## src/rtl/sorted_mem_reader.sv

```systemverilog
// sorted_mem_reader: scans the sorted RAM for order violations, then browses entries on HEX displays
module sorted_mem_reader #(
  parameter int ADDR_W = 8,
  parameter int DATA_W = 8,
  parameter int N = 256
) (
  input  logic              clk,
  input  logic              rst_n,
  input  logic              sort_done,
  output logic [ADDR_W-1:0] rd_addr,
  output logic              rd_en,
  input  logic [DATA_W-1:0] rd_data,
  input  logic              step_n,
  output logic              verify_done,
  output logic              sorted_ok,
  output logic              err_flag,
  output logic [6:0]        HEX0,
  output logic [6:0]        HEX1,
  output logic [6:0]        HEX2,
  output logic [6:0]        HEX3,
  output logic [6:0]        HEX4,
  output logic [6:0]        HEX5
);
  typedef enum logic [2:0] {IDLE, REQ, CHK, BROWSE_REQ, BROWSE} state_t;
  localparam logic [ADDR_W-1:0] LAST = ADDR_W'(N - 1);
  localparam logic [6:0] BLANK = 7'h7F;
  state_t state;
  logic [DATA_W-1:0] prev, data_q;
  logic [ADDR_W-1:0] err_addr;
  logic step_q, fresh, show_err, viol, browsing;
  logic [7:0] addr_disp, data_disp;
  function automatic logic [6:0] seg(input logic [3:0] d);
    case (d)
      4'h0: seg = 7'h40;
      4'h1: seg = 7'h79;
      4'h2: seg = 7'h24;
      4'h3: seg = 7'h30;
      4'h4: seg = 7'h19;
      4'h5: seg = 7'h12;
      4'h6: seg = 7'h02;
      4'h7: seg = 7'h78;
      4'h8: seg = 7'h00;
      4'h9: seg = 7'h10;
      4'hA: seg = 7'h08;
      4'hB: seg = 7'h03;
      4'hC: seg = 7'h46;
      4'hD: seg = 7'h21;
      4'hE: seg = 7'h06;
      default: seg = 7'h0E;
    endcase
  endfunction
  assign viol = (rd_addr != '0) && (rd_data < prev);
  always_ff @(posedge clk) begin
    if (!rst_n) begin
      state       <= IDLE;
      rd_addr     <= '0;
      rd_en       <= 1'b0;
      verify_done <= 1'b0;
      sorted_ok   <= 1'b0;
      err_flag    <= 1'b0;
      prev        <= '0;
      data_q      <= '0;
      err_addr    <= '0;
      step_q      <= 1'b1;
      fresh       <= 1'b0;
      show_err    <= 1'b0;
    end else begin
      step_q <= step_n;
      rd_en  <= 1'b0;
      fresh  <= 1'b0;
      case (state)
        IDLE: if (sort_done) begin
          rd_addr <= '0;
          rd_en   <= 1'b1;
          state   <= REQ;
        end
        REQ: state <= CHK;
        CHK: begin
          prev  <= rd_data;
          rd_en <= 1'b1;
          if (viol) begin
            err_flag <= 1'b1;
            if (!err_flag) err_addr <= rd_addr;
          end
          if (rd_addr == LAST) begin
            verify_done <= 1'b1;
            sorted_ok   <= ~(err_flag | viol);
            show_err    <= err_flag | viol;
            rd_addr     <= '0;
            state       <= BROWSE_REQ;
          end else begin
            rd_addr <= rd_addr + 1'b1;
            state   <= REQ;
          end
        end
        BROWSE_REQ: begin
          fresh <= 1'b1;
          state <= BROWSE;
        end
        BROWSE: begin
          if (fresh) data_q <= rd_data;
          // a press is a 1->0 transition, so holding the button counts once
          if (step_q && !step_n) begin
            rd_addr  <= (rd_addr == LAST) ? '0 : rd_addr + 1'b1;
            rd_en    <= 1'b1;
            show_err <= 1'b0;
            state    <= BROWSE_REQ;
          end
        end
        default: state <= IDLE;
      endcase
    end
  end
  // fresh read data is shown the cycle it arrives, the latched copy afterwards
  assign browsing  = (state == BROWSE) || (state == BROWSE_REQ);
  assign addr_disp = 8'(show_err ? err_addr : rd_addr);
  assign data_disp = 8'(fresh ? rd_data : data_q);
  assign HEX5 = browsing ? seg(addr_disp[7:4]) : BLANK;
  assign HEX4 = browsing ? seg(addr_disp[3:0]) : BLANK;
  assign HEX3 = (browsing && err_flag) ? seg(4'hE) : BLANK;
  assign HEX2 = BLANK;
  assign HEX1 = browsing ? seg(data_disp[7:4]) : BLANK;
  assign HEX0 = browsing ? seg(data_disp[3:0]) : BLANK;
endmodule

```

## config.mk

```make
export PLATFORM = sky130hd
export DESIGN_NAME = sorted_mem_reader
export DESIGN_NICKNAME = d
export VERILOG_FILES = /design/src/rtl/sorted_mem_reader.sv
export SDC_FILE = /design/constraint.sdc
export NUM_CORES = 1
export LEC_CHECK = 0
export CAP_MARGIN = 10
export CORE_MARGIN = 4
export CORE_UTILIZATION = 38
export DETAILED_ROUTE_END_ITERATION = 16
export SYNTH_ARGS = -nofsm -noshare
export SYNTH_HDL_FRONTEND = slang
export SYNTH_SLANG_ARGS = --single-unit
```

## constraint.sdc

```tcl
create_clock -name clk -period 5.7 [get_ports clk]
set_input_delay 0.57 -clock clk [delete_from_list [all_inputs] [get_ports clk]]
set_output_delay 0.57 -clock clk [all_outputs]
set_load 0.005 [all_outputs]
```

==> metrics.md <==
| Metric | Value |
|---|---|
| Max_cap viols | `0` |
| Dpl cells | `~530` |
| Critical Setup Path Class | `flop to output pin` |
| Final period utilization | `66.7%` |
| Pwr Density | `~170 nW/µm²` |
| Buf/Inv on CP | `2` |
| DR vias/cell | `approximately 5.4` |
| Layout Skew | `between 8 and 9 ps` |
| Post-CTS Setup Repair Bufs | `0` |
| Worst Path Max Fanout | `11` |
| Final antenna-violating net count | `0` |
| Total power | `about 650 µW` |
| Seq/Total Area, Yosys | `a little over a quarter` |
| CTS H-Tree Depth | `2` |
| Synthesized flop and latch total | `between 40 and 50` |
| Relative slew slack | `between 30% and 40%` |
| Avg Cell Area, Syn | `between 8 and 9 µm²` |
| Final setup viols | `0` |
| Ys flop type | `dfxtp_1` |
| Post-Synth Adder-Cell Area | `12.8%` |
| N_diodes | `0` |
| Fin nets | `about 480` |
| Hold path depth | `2` |
| Final std cells w/o fill | `536` |
| Commonest non-fill, non-tap cell in the layout | `clkdlybuf4s50_1` |
| I/O pins | `66` |
| Worst-Margin Slew | `around 910 ps` |
| Worst Path Required | `~5000 ps` |
| Setup_tns | `0 ps` |
| Global-route wire length before repair | `~13,000 µm` |
| Reg2reg path depth | `4` |
| Area contributors post-synth | `dfxtp_1, ha_1, mux2i_1` |
| VDD IR-drop max | `0.0000915 V` |
| Total CTS buffers | `5` |
| Finished Cell Area | `between 3000 and 4000 µm²` |
| Die Wd | `~100 µm` |
| Worst skew pair latency | `290 ps` |
| Worst setup startpoint | `fresh` |
| Drt drc | `0` |
| Post-synthesis compound-gate area fraction | `roughly a fifth` |
| Final Hold Viols | `0` |
| Slew Viols, Final | `0` |
| Root Driver | `clkbuf_8` |
| IO buf count | `56` |
| RD Place Congestion | `about 0.85` |
| Critical Path Max Stage Delay | `a little under 700 ps` |
| CTS clk-pin slew, worst paths | `approximately 80 ps` |
| Worst min-delay path category | `flop to flop` |
| Distinct cells, synth | `50` |
| Die area | `approximately 10,000 µm²` |
| Cell taking the most area after synthesis | `dfxtp_1` |
| Largest net degree at the start of global routing | `26` |
| Drt first-iter violations | `91` |
| Synth top area share | `between 20% and 30%` |
| Syn Inst Count | `about 400` |
| Synth Area in Simple Gates | `17.5%` |
| Largest family of logic cells by synthesized area | `compound AO/OA/AOI/OAI gates` |
| Xor and xnor area share after synthesis | `under 10%` |
| Critical path's top delay family | `multiplexers` |
| Fin util | `a little under half` |
| Crit. path cell count | `6` |
| Most frequent cells in the layout | `clkdlybuf4s50_1, nand2_1, dfxtp_1, ha_1, mux2i_1` |
| Fmax | `~260 MHz` |
| Layout cells sized above 1 | `about 7.0%` |
| FP Rows | `33` |
| Mux cell area share after synthesis | `about 14%` |
| Cts repair resizes | `0` |
| Status | `completed` |
| Critical path arrival | `between 3000 and 4000 ps` |
| Vias in the first global route | `2,700` |
| R2r startpoint | `state[1]` |
| Area post-placement | `roughly 3800 µm²` |
| DIE HEIGHT | `about 100 µm` |
| Grt ovf | `0` |
| DR vias | `~2,900` |
| Core area | `8260 µm²` |
| RSZ-0062 raised after global routing | `no` |
| WL/cell | `14.6 µm` |
| Critical Path Source Type | `flop` |
| Final wirelength | `7810 µm` |
| Highest-delay cell along the critical path | `dfxtp_1` |
| Hold_sp | `prev[0]` |
| Post-synth ARST share | `0%` |
| Mapped cell area | `3230 µm²` |
| Worst Setup End Kind | `output pin` |
| Clock Tree Buf Depth | `2` |
| Initial antenna violation count | `0` |
| Static leakage | `1.38 nW` |
| Clock Sinks | `42` |
| Count of flip-flops with a built-in enable after synthesis | `0` |
| Min cycle time layout | `approximately 3800 ps` |
| First drt pass iteration count | `4` |
| Initial core utilization | `between 30% and 40%` |
| CTS tree | `built` |
| Total GRT Usage | `approximately 15%` |
| DPL Wire Length | `5790 µm` |
| Cell breakdown of the critical path | `mux2i_1, inv_1, ha_1, mux4_2, or2_2, clkdlybuf4s50_1` |
| P&R area growth vs syn | `20.3%` |
| Yosys warnings | `0` |
| # hold bufs at CTS | `0` |
[worst paths after layout]
kind / end / slack, ps
min reg2reg: prev[0] / 450
min: prev[0] / 450
max: HEX1[3] / 1900
max reg2reg: err_addr[6] / 3340
[through the flow]
step           worst slack [ps]  hold WS, ps
3_3_place_gp               1990          438
4_1_cts                    1870          457
6_report                   1900          454
3_5_place_dp               1960          443
2_1_floorplan              2990          431
5_1_grt                    1750          473
[worst register-to-register path, delay by kind of cell, from the launching register on]
kind             cells  cell delay (ps)
flip-flops           1              470
multiplexers         1              270
AND/OR/NAND/NOR      2             1010
AO/OA/AOI/OAI        1              540
[cells by family (layout without fill, tap and decap cells)]
group / after synthesis / in the layout
AO/OA/AOI/OAI: 95 / 95
XOR/XNOR: 5 / 5
adder cells (fa/ha/maj): 33 / 33
buffers and inverters: 54 / 88
flip-flops: 42 / 42
multiplexers: 40 / 40
other: 1 / 9
AND/OR/NAND/NOR: 119 / 119
[metal layers]
layer	GRT usage [%]	vias up	wire length, µm
met3	2.99	11	383
met1	20.1	1343	3490
met5	0	-	0
met2	27.1	79	3890
li1	-	1453	-
met4	2.18	0	43
[area by class of cell]
class,instances,area [µm²]
Fill cell,818,4380
Clock inverter,2,12.5
Tap cell,105,131
Timing Repair Buffer,58,576
Sequential cell,42,841
Clock buffer,6,82.6
Multi-Input combinational cell,301,2160
Inverter,22,82.6
[cell usage after synthesis (4+ instances only)]
cell      number
o221ai_1      15
o31ai_1        4
nand2_1       53
nand2b_1       5
mux2i_1       28
ha_1          33
buf_2         10
buf_4         13
clkbuf_1       9
or2_2          4
inv_1         22
a211oi_1      11
xnor2_1        5
o21ai_0       13
nor2_1        23
mux2_2         9
dfxtp_1       42
a21oi_1       27
nand3_1        8
[report_power, final]
| group | internal, mW | leakage (nW) | switching, mW |
|---|---|---|---|
| combinational | 0.0647 | 0.995 | 0.0734 |
| sequential | 0.302 | 0.340 | 0.0107 |
| clock | 0.0974 | 0.0472 | 0.105 |
| total | 0.464 | 1.38 | 0.189 |
[state kept, by name (all words and copies together) (netlist names)]
signal / count
step_q: 1
rd_addr: 8
err_flag: 1
rd_en: 1
data_q: 8
fresh: 1
verify_done: 1
err_addr: 8
show_err: 1
sorted_ok: 1
state: 3
prev: 8
Note: power is estimated with default switching activity, not from simulation.
==> RTL change 1 (same flow settings) <==
Register the inputs `sort_done`, `rd_data` and `step_n` before use, with the module's reset. The logic sees them one clock later.
--- a/src/rtl/sorted_mem_reader.sv
+++ b/src/rtl/sorted_mem_reader.sv
@@ -24,6 +24,23 @@
   typedef enum logic [2:0] {IDLE, REQ, CHK, BROWSE_REQ, BROWSE} state_t;
   localparam logic [ADDR_W-1:0] LAST = ADDR_W'(N - 1);
   localparam logic [6:0] BLANK = 7'h7F;
+
+  logic sort_done_q;
+  logic [DATA_W-1:0] rd_data_q;
+  logic step_n_q;
+
+  always_ff @(posedge clk) begin
+    if (!rst_n) begin
+      sort_done_q <= '0;
+      rd_data_q   <= '0;
+      step_n_q    <= '0;
+    end else begin
+      sort_done_q <= sort_done;
+      rd_data_q   <= rd_data;
+      step_n_q    <= step_n;
+    end
+  end
+
   state_t state;
   logic [DATA_W-1:0] prev, data_q;
   logic [ADDR_W-1:0] err_addr;
@@ -49,7 +66,7 @@
       default: seg = 7'h0E;
     endcase
   endfunction
-  assign viol = (rd_addr != '0) && (rd_data < prev);
+  assign viol = (rd_addr != '0) && (rd_data_q < prev);
   always_ff @(posedge clk) begin
     if (!rst_n) begin
       state       <= IDLE;
@@ -65,18 +82,18 @@
       fresh       <= 1'b0;
       show_err    <= 1'b0;
     end else begin
-      step_q <= step_n;
+      step_q <= step_n_q;
       rd_en  <= 1'b0;
       fresh  <= 1'b0;
       case (state)
-        IDLE: if (sort_done) begin
+        IDLE: if (sort_done_q) begin
           rd_addr <= '0;
           rd_en   <= 1'b1;
           state   <= REQ;
         end
         REQ: state <= CHK;
         CHK: begin
-          prev  <= rd_data;
+          prev  <= rd_data_q;
           rd_en <= 1'b1;
           if (viol) begin
             err_flag <= 1'b1;
@@ -98,9 +115,9 @@
           state <= BROWSE;
         end
         BROWSE: begin
-          if (fresh) data_q <= rd_data;
+          if (fresh) data_q <= rd_data_q;
           // a press is a 1->0 transition, so holding the button counts once
-          if (step_q && !step_n) begin
+          if (step_q && !step_n_q) begin
             rd_addr  <= (rd_addr == LAST) ? '0 : rd_addr + 1'b1;
             rd_en    <= 1'b1;
             show_err <= 1'b0;
@@ -114,7 +131,7 @@
   // fresh read data is shown the cycle it arrives, the latched copy afterwards
   assign browsing  = (state == BROWSE) || (state == BROWSE_REQ);
   assign addr_disp = 8'(show_err ? err_addr : rd_addr);
-  assign data_disp = 8'(fresh ? rd_data : data_q);
+  assign data_disp = 8'(fresh ? rd_data_q : data_q);
   assign HEX5 = browsing ? seg(addr_disp[7:4]) : BLANK;
   assign HEX4 = browsing ? seg(addr_disp[3:0]) : BLANK;
   assign HEX3 = (browsing && err_flag) ? seg(4'hE) : BLANK;
Function: changed (a bounded check fails within 4 cycles, from zero or initial values and one cycle with rst_n low).
==> RTL change 1 against the unedited design <==
  * Setup slack gained 0.041 ns
  * Area after synthesis up 8.6%
  * Total power grew 18%
  * Wire length rose by 0.85%
  * Final area is 6.6% higher
  * Count of clock-buffer cells in the layout grew 1
  * Die area rose by 7.9%
  * Sequential cell count is 10 higher
  * Global-route usage decreased by 0.88 points
  * Critical path type unchanged
  * Highest routed layer unchanged
==> RTL change 1: results (changes against the unedited design) <==
Post-CTS Setup Bufs 0 (unchanged); input/output buffers 56 (unchanged); Clock Skew 0.00416 ns (-0.00423 ns); register area share after synthesis 29.7% (+3.7 points); fraction of layout cells with a size suffix above 1 6.50% (-0.46 points); mean routed wirelength per cell 14.2 um (-2.4%); worst r2r src rd_addr[0]$_SDFFE_PN0P_; CTS Root Buffer Type clkbuf_8; slew margin rel. 25.1% (-14 points); startpoint of the worst hold path sorted_ok$_SDFFE_PN0P_; static leakage 1.63 nW (+18%); Worst path top cell family by delay multiplexers; via count 2871 (-0.52%); R2R cell count 7 (+3); FF-to-FF setup slack 3.52 ns (+0.18 ns); largest net degree at the start of global routing 55 (+110%); maximum vdd drop 90.9 uV (-0.61%); Final Hold Slack 0.454 ns (+0.000711 ns); synthesized instance count 407 (+4.6%); # nets final 490 (+3.2%); Yosys cell types 49 (-2.0%); worst stage delay on the critical path 0.66 ns (-0.03 ns); Yosys top cell area share 29.7% (+3.7 points); placed instance count 545 (+3.2%); Hold Crit Depth 2 (unchanged); final WL 7.88 mm (+0.85%); post-DP HPWL 5.78 mm (-0.12%); r2r endpoint err_addr[6]$_SDFFE_PN0P_; global-route wire length before repair 13.5 mm (+4.8%); Worst Path Max Fanout 10 (-1); Skew-Pair Late Insertion Delay 0.30 ns; Worst Hold Path EP sorted_ok$_SDFFE_PN0P_; Ys Warns 0 (unchanged); # setup viols final 0 (unchanged); antenna violations before repair 0 (unchanged); switching part of the total 28.3% (-0.63 points); clock buffer depth 2 (unchanged); Iter 0 DRT Violations 64 (-30%); Final GP Congestion 0.821 (-3.9%); GRT Util Overall 14.6% (-0.88 points); vias in the first global route 2816 (+4.3%); Area contributors post-synth dfxtp_1, ha_1, mux2i_1, nand2_1, o221ai_1; synth cell count leaders nand2_1, dfxtp_1, ha_1; CP Data Arrival Time 3.19 ns (-0.04 ns); status finished clean
RTL change 1: cell types whose count changed in the layout (fill, tap and decap cells not counted), sizes merged, moves of 5 or more:
cell / delta
a211oi: -10
a21boi: +10
a21oi: -11
and2: +8
dfxtp: +10
nand2: +9
nand3: -5
nor2: -9
nor2b: +5
o211a: +8
xor2: +5
RTL change 1: area by class of cell:
cell class | count | area [um2]
Sequential cell | 52 | 1040
Inverter | 21 | 78.8
Fill cell | 882 | 4710
Clock buffer | 7 | 86.3
Timing Repair Buffer | 59 | 583
Tap cell | 108 | 135
Clock inverter | 1 | 7.51
Multi-Input combinational cell | 306 | 2210
RTL change 1: cell families after synthesis:
kind of cell,share of synthesized area [%]
AO/OA/AOI/OAI,18.9
XOR/XNOR,1.75
adder cells (fa/ha/maj),11.8
buffers and inverters,8.11
flip-flops,29.7
multiplexers,11.0
other,0.107
AND/OR/NAND/NOR,18.6
RTL change 1: stage by stage:
| stage | instance area (um2) | utilization, % | worst slack, ns |
|---|---|---|---|
| 6_report | 4140 | 46.8 | 1.94 |
| 5_1_grt | 4140 | 46.8 | 1.65 |
| 4_1_cts | 4130 | 46.7 | 1.93 |
| 3_5_place_dp | 4040 | 45.6 | 2.28 |
| 3_3_place_gp | 4040 | 45.6 | 2.35 |
| 2_1_floorplan | 3530 | - | 3.00 |
RTL change 1: worst max-delay path by stage:
stage,to,slack (ns),depth (start not counted)
6_report,HEX1[3],1.94,6
5_1_grt,HEX4[3],1.65,8
4_1_cts,HEX1[3],1.93,6
3_5_place_dp,HEX1[3],2.28,6
3_3_place_gp,HEX1[3],2.35,6
2_1_floorplan,HEX4[3],3.00,7
RTL change 1: power groups by stage:
stage                     registers [mW]  clock network [mW]  logic, mW
after floorplan                    0.393                   0      0.112
after global placement             0.402                   0      0.160
after detailed placement           0.403                   0      0.161
after CTS                          0.394               0.225      0.162
after global routing               0.397               0.240      0.181
final                              0.394               0.219      0.160
RTL change 1: per-layer routing:
| layer | global-route usage, % | routed length (um) | share of wire, % | vias to the layer above |
|---|---|---|---|---|
| li1 | - | - | - | 1485 |
| met1 | 18.4 | 3860 | 49 | 1334 |
| met2 | 25.9 | 3750 | 48 | 47 |
| met3 | 2.86 | 228 | 2.9 | 5 |
| met4 | 2.56 | 35 | 0.44 | 0 |
| met5 | 0 | 0 | 0 | - |
RTL change 1: worst reg2reg max path, cell delays in order (launching register included):
cell and delay [ns]:
dfxtp_1 0.49, inv_1 0.10, ha_1 0.20, nor4b_1 0.16, a221oi_2 0.27, o31ai_2 0.18, nor3_4 0.47, mux2i_1 0.25
==> RTL change 2 (same settings) <==
Made on the original files. Change the parameter `ADDR_W` from 8 to 7.
--- a/src/rtl/sorted_mem_reader.sv
+++ b/src/rtl/sorted_mem_reader.sv
@@ -1,6 +1,6 @@
 // sorted_mem_reader: scans the sorted RAM for order violations, then browses entries on HEX displays
 module sorted_mem_reader #(
-  parameter int ADDR_W = 8,
+  parameter int ADDR_W = 7,
   parameter int DATA_W = 8,
   parameter int N = 256
 ) (
Ports: changed (resized rd_addr); port bits go from 66 to 65. The function was not compared with the original's and may differ.
==> RTL change 2 against the unedited design <==
  * Clock skew rose by 0.0011 ns
  * Critical path type unchanged
  * Area after synthesis fell by 6.6%
  * Setup slack improved by 0.072 ns
  * Sequential cell count fell by 2
  * Global-route usage fell by 1.4 points
  * Sequential power fell by 5%
  * Final area fell by 6.9%
  * Largest power group unchanged
  * Wire length fell by 14%
  * Register-to-register slack improved by 0.02 ns
  * Total power fell by 5.7%
==> RTL change 2: results (changes against the unedited design) <==
CTS buffer count 5 (unchanged); fraction of synthesized cell area in xor and xnor cells 1.99% (+0.64 points); Yosys cell types 55 (+10%); wl on met1 3.12 mm (-11%); fraction of layout cells with a size suffix above 1 7.64% (+0.67 points); Fillers 752 (-8.1%); Power Internal 440 uW (-5.3%); largest net degree at the start of global routing 23 (-12%); CP max stage cell dfxtp_1; Avg Vias per Cell 5.01 (-6.9%); met2 global-route usage 24.3% (-2.8 points); vias in the first global route 2420 (-10%); GRT Util Overall 14.0% (-1.4 points); via count 2546 (-12%); met2 WL 3.22 mm (-17%); post-DP HPWL 5.12 mm (-12%); Syn Area/Cell 8.23 um2 (-0.76%); static leakage 1.33 nW (-3.9%); asr flop ratio synth 0% (unchanged); Synth Area in Adders 13.3% (+0.49 points); Antenna Cells 0 (unchanged); setup TNS after final layout 0 ns (unchanged); slew margin rel. 35.8% (-3.0 points); M3 GR Usage 3.03% (+0.040 points); status finished clean; biggest regs data_q x8, prev x8; Iter 0 DRT Violations 69 (-24%); maximum vdd drop 84.3 uV (-7.9%); synth cell count leaders nand2_1, dfxtp_1, ha_1; final WL 6.71 mm (-14%); post-synthesis compound-gate area fraction 18.0% (-2.0 points); Post-CTS Setup Bufs 0 (unchanged); Area contributors post-synth dfxtp_1, ha_1, nand2_1, mux2i_1, a21oi_1; register area share after synthesis 26.6% (+0.52 points); clock buffer depth 2 (unchanged); global-route wire length before repair 11.2 mm (-13%); post-synthesis mux area share 10.5% (-3.4 points); # setup viols final 0 (unchanged); # nets final 449 (-5.5%); placed instance count 500 (-5.3%); Clock Skew 0.00946 ns (+0.00106 ns); worst slack at placement 1.99 ns (+0.0287 ns); CP Data Arrival Time 3.16 ns (-0.07 ns); Initial DRT Pass Iterations 4 (unchanged); Worst Path Max Fanout 10 (-1); met3 WL 322 um (-16%); Ys Warns 0 (unchanged); input/output buffers 55 (-1.8%); worst stage delay on the critical path 0.70 ns; Final GP Congestion 0.789 (-7.6%); Skew-Pair Late Insertion Delay 0.29 ns (about the same); grt met1 use 18.0% (-2.1 points); Resized cells post-CTS 0 (unchanged)
[RTL change 2: cell count changes after synthesis, moves of 4 or more]
cell,delta
clkbuf_1,-4
mux2_2,-5
mux2i_1,-8
nand2_1,+8
o221ai_1,-4
[RTL change 2: metrics by stage]
| stage | hold slack (ns) | cell area, um2 | utilization [%] |
|---|---|---|---|
| floorplan | 0.434 | 3040 | - |
| global placement | 0.442 | 3530 | 45.7 |
| detailed placement | 0.448 | 3530 | 45.7 |
| CTS | 0.458 | 3610 | 46.8 |
| global route | 0.484 | 3610 | 46.8 |
| finish | 0.457 | 3610 | 46.8 |
[RTL change 2: worst paths after layout]
kind	end	depth (start not counted)	slack, ns	start
min reg2reg	prev[4]$_SDFFE_PN0P_	2	0.46	prev[4]$_SDFFE_PN0P_
min	prev[4]$_SDFFE_PN0P_	2	0.46	prev[4]$_SDFFE_PN0P_
max reg2reg	err_addr[0]$_SDFFE_PN0P_	7	3.36	prev[2]$_SDFFE_PN0P_
max	HEX1[3]	6	1.97	fresh$_SDFF_PN0_
[RTL change 2: power groups by stage]
stage	Sequential, mW	Combinational [mW]	Clock [mW]
2_1_floorplan	0.300	0.0930	0
4_1_cts	0.298	0.135	0.191
3_5_place_dp	0.305	0.134	0
3_3_place_gp	0.305	0.134	0
6_report	0.298	0.133	0.185
5_1_grt	0.300	0.151	0.206
[RTL change 2: area by class of cell]
| type | count | area share [%] |
|---|---|---|
| Timing Repair Buffer | 57 | 15.7 |
| Multi-Input combinational cell | 280 | 54.1 |
| Sequential cell | 40 | 22.2 |
| Inverter | 21 | 2.18 |
| Clock inverter | 1 | 0.242 |
| Clock buffer | 7 | 2.11 |
| Tap cell | 102 | 3.53 |
